--- config.mk ---
export PLATFORM = sky130hd
export DESIGN_NAME = countdown_timer
export DESIGN_NICKNAME = d
export VERILOG_FILES = /design/src/rtl/timer_pkg.sv /design/src/rtl/bcd_mod60.sv /design/src/rtl/countdown_timer.sv
export SDC_FILE = /design/constraint.sdc
export NUM_CORES = 1
export LEC_CHECK = 0
export BUFFER_PORTS_ARGS = -buffer_cell sky130_fd_sc_hd__buf_2
export CAP_MARGIN = 25
export CELL_PAD_IN_SITES_DETAIL_PLACEMENT = 1
export CELL_PAD_IN_SITES_GLOBAL_PLACEMENT = 2
export CORE_MARGIN = 3
export CORE_UTILIZATION = 37
export CTS_CLUSTER_DIAMETER = 80
export DETAILED_ROUTE_END_ITERATION = 6
export HOLD_SLACK_MARGIN = 0.05
export PLACE_DENSITY = 0.88
export SYNTH_ARGS = -nofsm -noshare
export SYNTH_HDL_FRONTEND = slang
export SYNTH_HIERARCHICAL = 1
export SYNTH_SLANG_ARGS = --single-unit
--- constraint.sdc ---
create_clock -name clk_sel -period 5.09 [get_ports clk_sel]
set_clock_uncertainty 0.05 [all_clocks]
set_input_delay 0.2545 -clock clk_sel [delete_from_list [all_inputs] [get_ports clk_sel]]
set_output_delay 0.2545 -clock clk_sel [all_outputs]
set_load 0.005 [all_outputs]
--- src/rtl/timer_pkg.sv ---
// Shared types and constants for the MM:SS countdown timer.
package timer_pkg;

  localparam int unsigned DIGIT_W = 4;
  localparam int unsigned STATE_W = 3;

  localparam logic [DIGIT_W-1:0] BCD_MAX_ONES = DIGIT_W'(9);
  localparam logic [DIGIT_W-1:0] BCD_MAX_TENS = DIGIT_W'(5);

  typedef enum logic [STATE_W-1:0] {
    ST_IDLE    = 3'd0,
    ST_SET_MIN = 3'd1,
    ST_SET_SEC = 3'd2,
    ST_RUN     = 3'd3,
    ST_HOLD    = 3'd4,
    ST_EXPIRED = 3'd5
  } state_e;

endpackage

--- src/rtl/bcd_mod60.sv ---
// Two-digit BCD modulo-60 register: load preset, increment with 59->00 wrap,
// decrement with borrow out on 00->59.
module bcd_mod60
  import timer_pkg::*;
#(
  parameter int unsigned PRESET = 0
) (
  input  logic               clk_sel,
  input  logic               rst,
  input  logic               load,
  input  logic               inc,
  input  logic               dec,
  output logic [DIGIT_W-1:0] tens,
  output logic [DIGIT_W-1:0] ones,
  output logic               is_zero_c,
  output logic               borrow_c
);

  localparam logic [DIGIT_W-1:0] PRE_TENS = DIGIT_W'(PRESET / 10);
  localparam logic [DIGIT_W-1:0] PRE_ONES = DIGIT_W'(PRESET % 10);

  logic [DIGIT_W-1:0] tens_d;
  logic [DIGIT_W-1:0] ones_d;

  assign is_zero_c = (tens == '0) && (ones == '0);
  assign borrow_c  = dec && !load && !inc && is_zero_c;

  // Next value: load beats inc beats dec.
  always_comb begin
    tens_d = tens;
    ones_d = ones;
    if (load) begin
      tens_d = PRE_TENS;
      ones_d = PRE_ONES;
    end else if (inc) begin
      if (ones == BCD_MAX_ONES) begin
        ones_d = '0;
        tens_d = (tens == BCD_MAX_TENS) ? '0 : tens + DIGIT_W'(1);
      end else begin
        ones_d = ones + DIGIT_W'(1);
      end
    end else if (dec) begin
      if (ones == '0) begin
        ones_d = BCD_MAX_ONES;
        tens_d = (tens == '0) ? BCD_MAX_TENS : tens - DIGIT_W'(1);
      end else begin
        ones_d = ones - DIGIT_W'(1);
      end
    end
  end

  always_ff @(posedge clk_sel or posedge rst) begin
    if (rst) begin
      tens <= PRE_TENS;
      ones <= PRE_ONES;
    end else begin
      tens <= tens_d;
      ones <= ones_d;
    end
  end

endmodule

--- src/rtl/countdown_timer.sv ---
// MM:SS countdown timer: adjust-mode setting, run/hold, sticky expiry at 00:00.
module countdown_timer
  import timer_pkg::*;
#(
  parameter int unsigned PRESET_MIN = 0,
  parameter int unsigned PRESET_SEC = 0
) (
  input  logic               clk_sel,
  input  logic               rst,
  input  logic               clr,
  input  logic               run_en,
  input  logic               adj,
  input  logic               sel,
  output logic [DIGIT_W-1:0] digit0,
  output logic [DIGIT_W-1:0] digit1,
  output logic [DIGIT_W-1:0] digit2,
  output logic [DIGIT_W-1:0] digit3,
  output logic               blink_min,
  output logic               blink_sec,
  output logic               running,
  output logic               expired
);

  state_e state_q;
  state_e state_d;
  state_e set_tgt;

  logic clr_load;
  logic sec_inc;
  logic min_inc;
  logic run_dec;
  logic sec_zero;
  logic min_zero;
  logic sec_borrow;
  logic min_borrow_unused;
  logic time_zero;
  logic time_one;

  bcd_mod60 #(.PRESET(PRESET_SEC)) u_sec (
    .clk_sel   (clk_sel),
    .rst       (rst),
    .load      (clr_load),
    .inc       (sec_inc),
    .dec       (run_dec),
    .tens      (digit1),
    .ones      (digit0),
    .is_zero_c (sec_zero),
    .borrow_c  (sec_borrow)
  );

  // Minutes only step down when seconds wrap 00 -> 59.
  bcd_mod60 #(.PRESET(PRESET_MIN)) u_min (
    .clk_sel   (clk_sel),
    .rst       (rst),
    .load      (clr_load),
    .inc       (min_inc),
    .dec       (sec_borrow),
    .tens      (digit3),
    .ones      (digit2),
    .is_zero_c (min_zero),
    .borrow_c  (min_borrow_unused)
  );

  assign time_zero = min_zero && sec_zero;
  assign time_one  = min_zero && (digit1 == '0) && (digit0 == DIGIT_W'(1));

  // Next state and datapath controls; priority clr > adj > run_en.
  always_comb begin
    state_d  = state_q;
    clr_load = 1'b0;
    sec_inc  = 1'b0;
    min_inc  = 1'b0;
    run_dec  = 1'b0;
    set_tgt  = sel ? ST_SET_SEC : ST_SET_MIN;
    if (clr) begin
      clr_load = 1'b1;
      state_d  = ST_IDLE;
    end else if (adj) begin
      state_d = set_tgt;
      if (state_q == set_tgt) begin
        sec_inc = sel;
        min_inc = !sel;
      end
    end else begin
      unique case (state_q)
        ST_SET_MIN, ST_SET_SEC: state_d = ST_IDLE;
        ST_IDLE: if (run_en && !time_zero) state_d = ST_RUN;
        ST_HOLD: if (run_en) state_d = time_zero ? ST_EXPIRED : ST_RUN;
        ST_RUN: begin
          if (!run_en) begin
            state_d = ST_HOLD;
          end else if (time_zero) begin
            state_d = ST_EXPIRED;
          end else begin
            run_dec = 1'b1;
            if (time_one) state_d = ST_EXPIRED;
          end
        end
        ST_EXPIRED: state_d = ST_EXPIRED;
        default: state_d = ST_IDLE;
      endcase
    end
  end

  // Flags are registered from the next state so they track state_q exactly.
  always_ff @(posedge clk_sel or posedge rst) begin
    if (rst) begin
      state_q   <= ST_IDLE;
      blink_min <= 1'b0;
      blink_sec <= 1'b0;
      running   <= 1'b0;
      expired   <= 1'b0;
    end else begin
      state_q   <= state_d;
      blink_min <= (state_d == ST_SET_MIN);
      blink_sec <= (state_d == ST_SET_SEC);
      running   <= (state_d == ST_RUN);
      expired   <= (state_d == ST_EXPIRED);
    end
  end

endmodule

Word-level counts from Yosys, hierarchy flattened
Cells that the tools add are included.

Flip-flop bits (word level): 23. Word-level logic and storage cells: 102. Input bits: 6.

$add $sub $neg: 8. Multiplexer cells: 46. Reduce and logical (&&, ||, !) cells: 24. Equal/unequal tests: 15.

Operators with widths (number): 2-to-1 mux 4 bit (24); 2-to-1 mux 3 bit (8); adder 4 x 1 -> 4 bit (second input constant) (4); zero test 4 bit (4); subtractor 4 x 1 -> 4 bit (second input constant) (4); 2-to-1 mux 1 bit (12); case mux 3 bit (4 select lines) (1); nonzero test 3 bit (4); equality test 3 x 2 -> 1 bit (second input constant) (3); equality test 3 bit (second input constant) (3); logical AND 1 bit (9); equality test 4 x 3 -> 1 bit (second input constant) (2); equality test 4 bit (second input constant) (2); AND reduction 3 bit (2); equality test 4 x 1 -> 1 bit (second input constant) (1); zero test 1 bit (4); equality test 3 x 1 -> 1 bit (second input constant) (1); equality test 3 x 2 -> 1 bit (1); zero test 3 bit (1); inequality test 3 x 1 -> 1 bit (second input constant) (1); inequality test 3 x 2 -> 1 bit (second input constant) (1); 2-to-1 mux 2 bit (1).

Depth between registers and ports, before layout
Depth after elaboration: 14. Depth in mapped cells: 12. Depth with buffers taken out: 11.

Modules after synthesis
Netlist, hierarchy kept.

Modules (own cells, without submodules): bcd_mod60 (seq. area each 200.2 um^2, area each 645.6 um^2, cells an instance 76, instances 2); countdown_timer (seq. area each 175.2 um^2, area each 430.4 um^2, cells an instance 44, instances 1).

Worst setup path after synthesis
OpenSTA, ideal clock, no wires.

Kind: reg2reg. From: register u_sec.ones[3]. To: register u_min.tens[0]. Library setup time: 0.125 ns. Clock period less this slack: 2.867 ns. Required time: 4.915 ns. Path buffers: 1. Cell stages (with the launch flop): 13. Data arrival time: 2.692 ns. Slack: 2.223 ns. Cell sequence: dfrtp_1 buf_2 nor4_1 nor4b_2 nand2_1 nand2_1 nor4_1 and2b_4 and3_1 and2b_4 a311oi_4 nor2_2 mux2_4.

Cells in the longest elaborated chain, start to end: 13.

RTL lines: from (decl) (line bcd_mod60.sv:14) `output logic [DIGIT_W-1:0] ones,`; from (signal assigned) (line bcd_mod60.sv:58) `ones <= ones_d;`; zero test 4 bit (line bcd_mod60.sv:25) `assign is_zero_c = (tens == '0) && (ones == '0);`; logical AND 1 bit (line bcd_mod60.sv:25); net sec_zero (line countdown_timer.sv:32) `logic sec_zero;`; logical AND 1 bit (line countdown_timer.sv:64) `assign time_zero = min_zero && sec_zero;`; 2-to-1 mux 1 bit (line countdown_timer.sv:92) `end else if (time_zero) begin`; 2-to-1 mux 1 bit (line countdown_timer.sv:90) `if (!run_en) begin`; 2-to-1 mux 1 bit (line countdown_timer.sv:85) `unique case (state_q)`; 2-to-1 mux 1 bit (line countdown_timer.sv:78) `end else if (adj) begin`; 2-to-1 mux 1 bit (line countdown_timer.sv:75) `if (clr) begin`; net run_dec (line countdown_timer.sv:31) `logic run_dec;`; logical AND 1 bit (3 in series) (line bcd_mod60.sv:26) `assign borrow_c = dec && !load && !inc && is_zero_c;`; net sec_borrow (line countdown_timer.sv:34) `logic sec_borrow;`; nonzero test 3 bit (no line); AND reduction 3 bit (no line); to (signal assigned) (line bcd_mod60.sv:57) `tens <= tens_d;`; to (decl) (line bcd_mod60.sv:13) `output logic [DIGIT_W-1:0] tens,`.

The timed path passes the listed nets, and every way through them passes these cells. A chain may end at the register's enable or synchronous reset.

Final worst setup path
Ends and elaborated chain as after synthesis.

==> results.yml <==
run_status:
  outcome: "completed"
clock_network:
  htree_levels: 1
  cts_tree: "yes"
  clk_path_buf_depth: 2
  cts.sinks: 23
  cts-buffers-inserted: 3
  cts_root_buf: "clkbuf_8"
  path_clk_slew_ns: 0.09
  clock_latency_ns: 0.27
sta:
  setup_viol: 0
  fin_crit_sh_pct: 63.4
  rsz0062_at_grt: "false"
  worst_pin_slew_ns: 0.609
  slew_violations: 0
  max_freq_ghz: 0.310
  fin_ws_ns: 1.86
  setup-tns-final_ns: 0
  period_needed_ns: 3.23
  max_slew_margin_pct: 59.1
  hold_viol: 0
route:
  final_antenna_net_count: 0
  drt_iter0_drc: 50
  vias: 1517
  wire_per_inst_um: 16.5
  wirelength_mm: 4.34
  via_per_inst: 5.77
  drc_errors: 0
  firstDrtPassIters: 4
power:
  leakagePower_nw: 0.866
  power_density_nw_per_um2: 237
  ir_drop_v: 0.000140
worst_setup_path:
  reg2regPathDepth: 11
  cpLargestDelayFamily: "simple AND/OR/NAND/NOR gates"
  slowest_delay_ns: 0.52
  crit_fanout: 11
  end_kind: "flip-flop"
  crit_type: "flip-flop to flip-flop"
  critPathLaunchType: "flip-flop"
  cp_slowest_cell: "dfrtp_1"
  cp.depth: 11
  cp.required_ns: 5.20
  cp_cell_sequence: "nor4_1, nor4b_2, nand2_1, nand2_1, nor4_1, and2b_4, and3_1, and2b_4, a311oi_4, nor2_2, mux2_4"
  crit_arrival_ns: 3.34
  crit_buf_inv: 0
worst_hold_path:
  hold_path.class: "input port to flip-flop"
  min_delay_path_depth: 2
floorplanning:
  io_pins: 26
  num_rows: 24
  core_area_um2: 4410
  start_util_pct: 38.9
  design.die.area_um2: 5490
  die_w_um: 74.1
  die_y_um: 74.1
placement:
  placed_cell_area_um2: 1850
  dp_slack_ns: 1.88
  portBuffers: 25
  place_inst: 258
  dpl.hpwl_mm: 3.21
  gp_congestion: 0.807
finish:
  area_delta_synth_final_pct: 10.9
  drive_above_1_share_pct: 25.1
  n_fill_cell: 545
  fin_cells: 263
  stdcell_area_um2: 1900
  antennaDiodeCount: 0
  final_util_pct: 43.1
  nets: 218
synth:
  syn_area_um2: 1720
  synth_cells: 195
  synth_warnings: 6
  avgSynthCellArea_um2: 8.80
  synth_nets: 201
global_routing:
  grt_pass1_wl_mm: 7.47
  grt_pass1_vias: 1542
  grt_antenna_before_repair: 0
  grt_max_degree: 25
  overflow: 0
  grtUsageTotal_pct: 17.1
run:
  cap_violations: 0
[placed cells by master, fill, tap and decap left out, types with 5 or more instances in the layout]
| cell type | count |
|---|---|
| nor3_1 | 5 |
| buf_2 | 25 |
| nor2_1 | 17 |
| a21oi_1 | 13 |
| dfrtp_1 | 23 |
| nand2_1 | 10 |
| o21ai_0 | 10 |
| nand3b_1 | 5 |
| nand2b_1 | 9 |
| nor4_1 | 6 |
| inv_1 | 10 |
[worst reg2reg max path: cells and delay by family (launching register included)]
family / cells / cell delay, ns
simple gates: 9 / 1.86
flops: 1 / 0.52
mux: 1 / 0.31
compound gates: 1 / 0.37
[path summary, 6_finish.rpt]
path	end	slack, ns	startpoint
worst max-delay path	u_min/tens[0]$_DFFE_PP0P_	1.86	u_sec/ones[3]$_DFFE_PP0P_
worst min-delay path	blink_min$_DFF_PP0_	0.13	sel
worst max register to register	u_min/tens[0]$_DFFE_PP0P_	1.86	u_sec/ones[3]$_DFFE_PP0P_
worst min register to register	u_min/tens[3]$_DFFE_PP0P_	0.57	u_min/tens[3]$_DFFE_PP0P_
max in group asynchronous	u_min/ones[2]$_DFFE_PP0P_	4.23	rst
min in group asynchronous	state_q[1]$_DFF_PP0_	0.46	rst
[registers in the layout, summed over array words and instances (netlist names)]
signal,cells
expired,1
running,1
u_sec/tens,4
u_min/ones,4
u_sec/ones,4
state_q,3
u_min/tens,4
blink_sec,1
blink_min,1
[per-stage QoR]
stage / power (mW) / hold WS (ns)
2_1_floorplan: 0.302 / 0.00790
3_3_place_gp: 0.331 / 0.163
3_5_place_dp: 0.336 / 0.179
4_1_cts: 0.458 / 0.123
5_1_grt: 0.481 / 0.121
6_report: 0.450 / 0.130
[routing by layer]
metal | global-route usage (%) | share of wire [%] | wire [µm] | up-vias
li1 | - | - | - | 744
met1 | 21.7 | 45 | 1940 | 745
met2 | 29.7 | 51 | 2220 | 20
met3 | 1.49 | 2.1 | 93 | 8
met4 | 7.44 | 1.9 | 81 | 0
met5 | 0 | 0 | 0 | -
[what timing repair did]
item	in CTS	in global routing
gates resized for setup	0	0
hold buffers	1	0
hold endpoints to repair	23	0
buffers inserted	0	0
[final cells by class]
cell class	instances	area, µm²	share of cell area, %
Multi-Input combinational cell	146	1030	54.2
Sequential cell	23	576	30.3
Timing Repair Buffer	27	143	7.50
Tap cell	52	65.1	3.42
Clock buffer	3	41.3	2.17
Inverter	11	41.3	2.17
Clock inverter	1	5.00	0.263
[where the power goes]
group	total, mW	internal [mW]	switching (mW)
clock network	0.118	0.0548	0.0633
registers	0.222	0.194	0.0284
logic	0.110	0.0528	0.0569
Note: power is estimated with default switching activity, not from simulation.
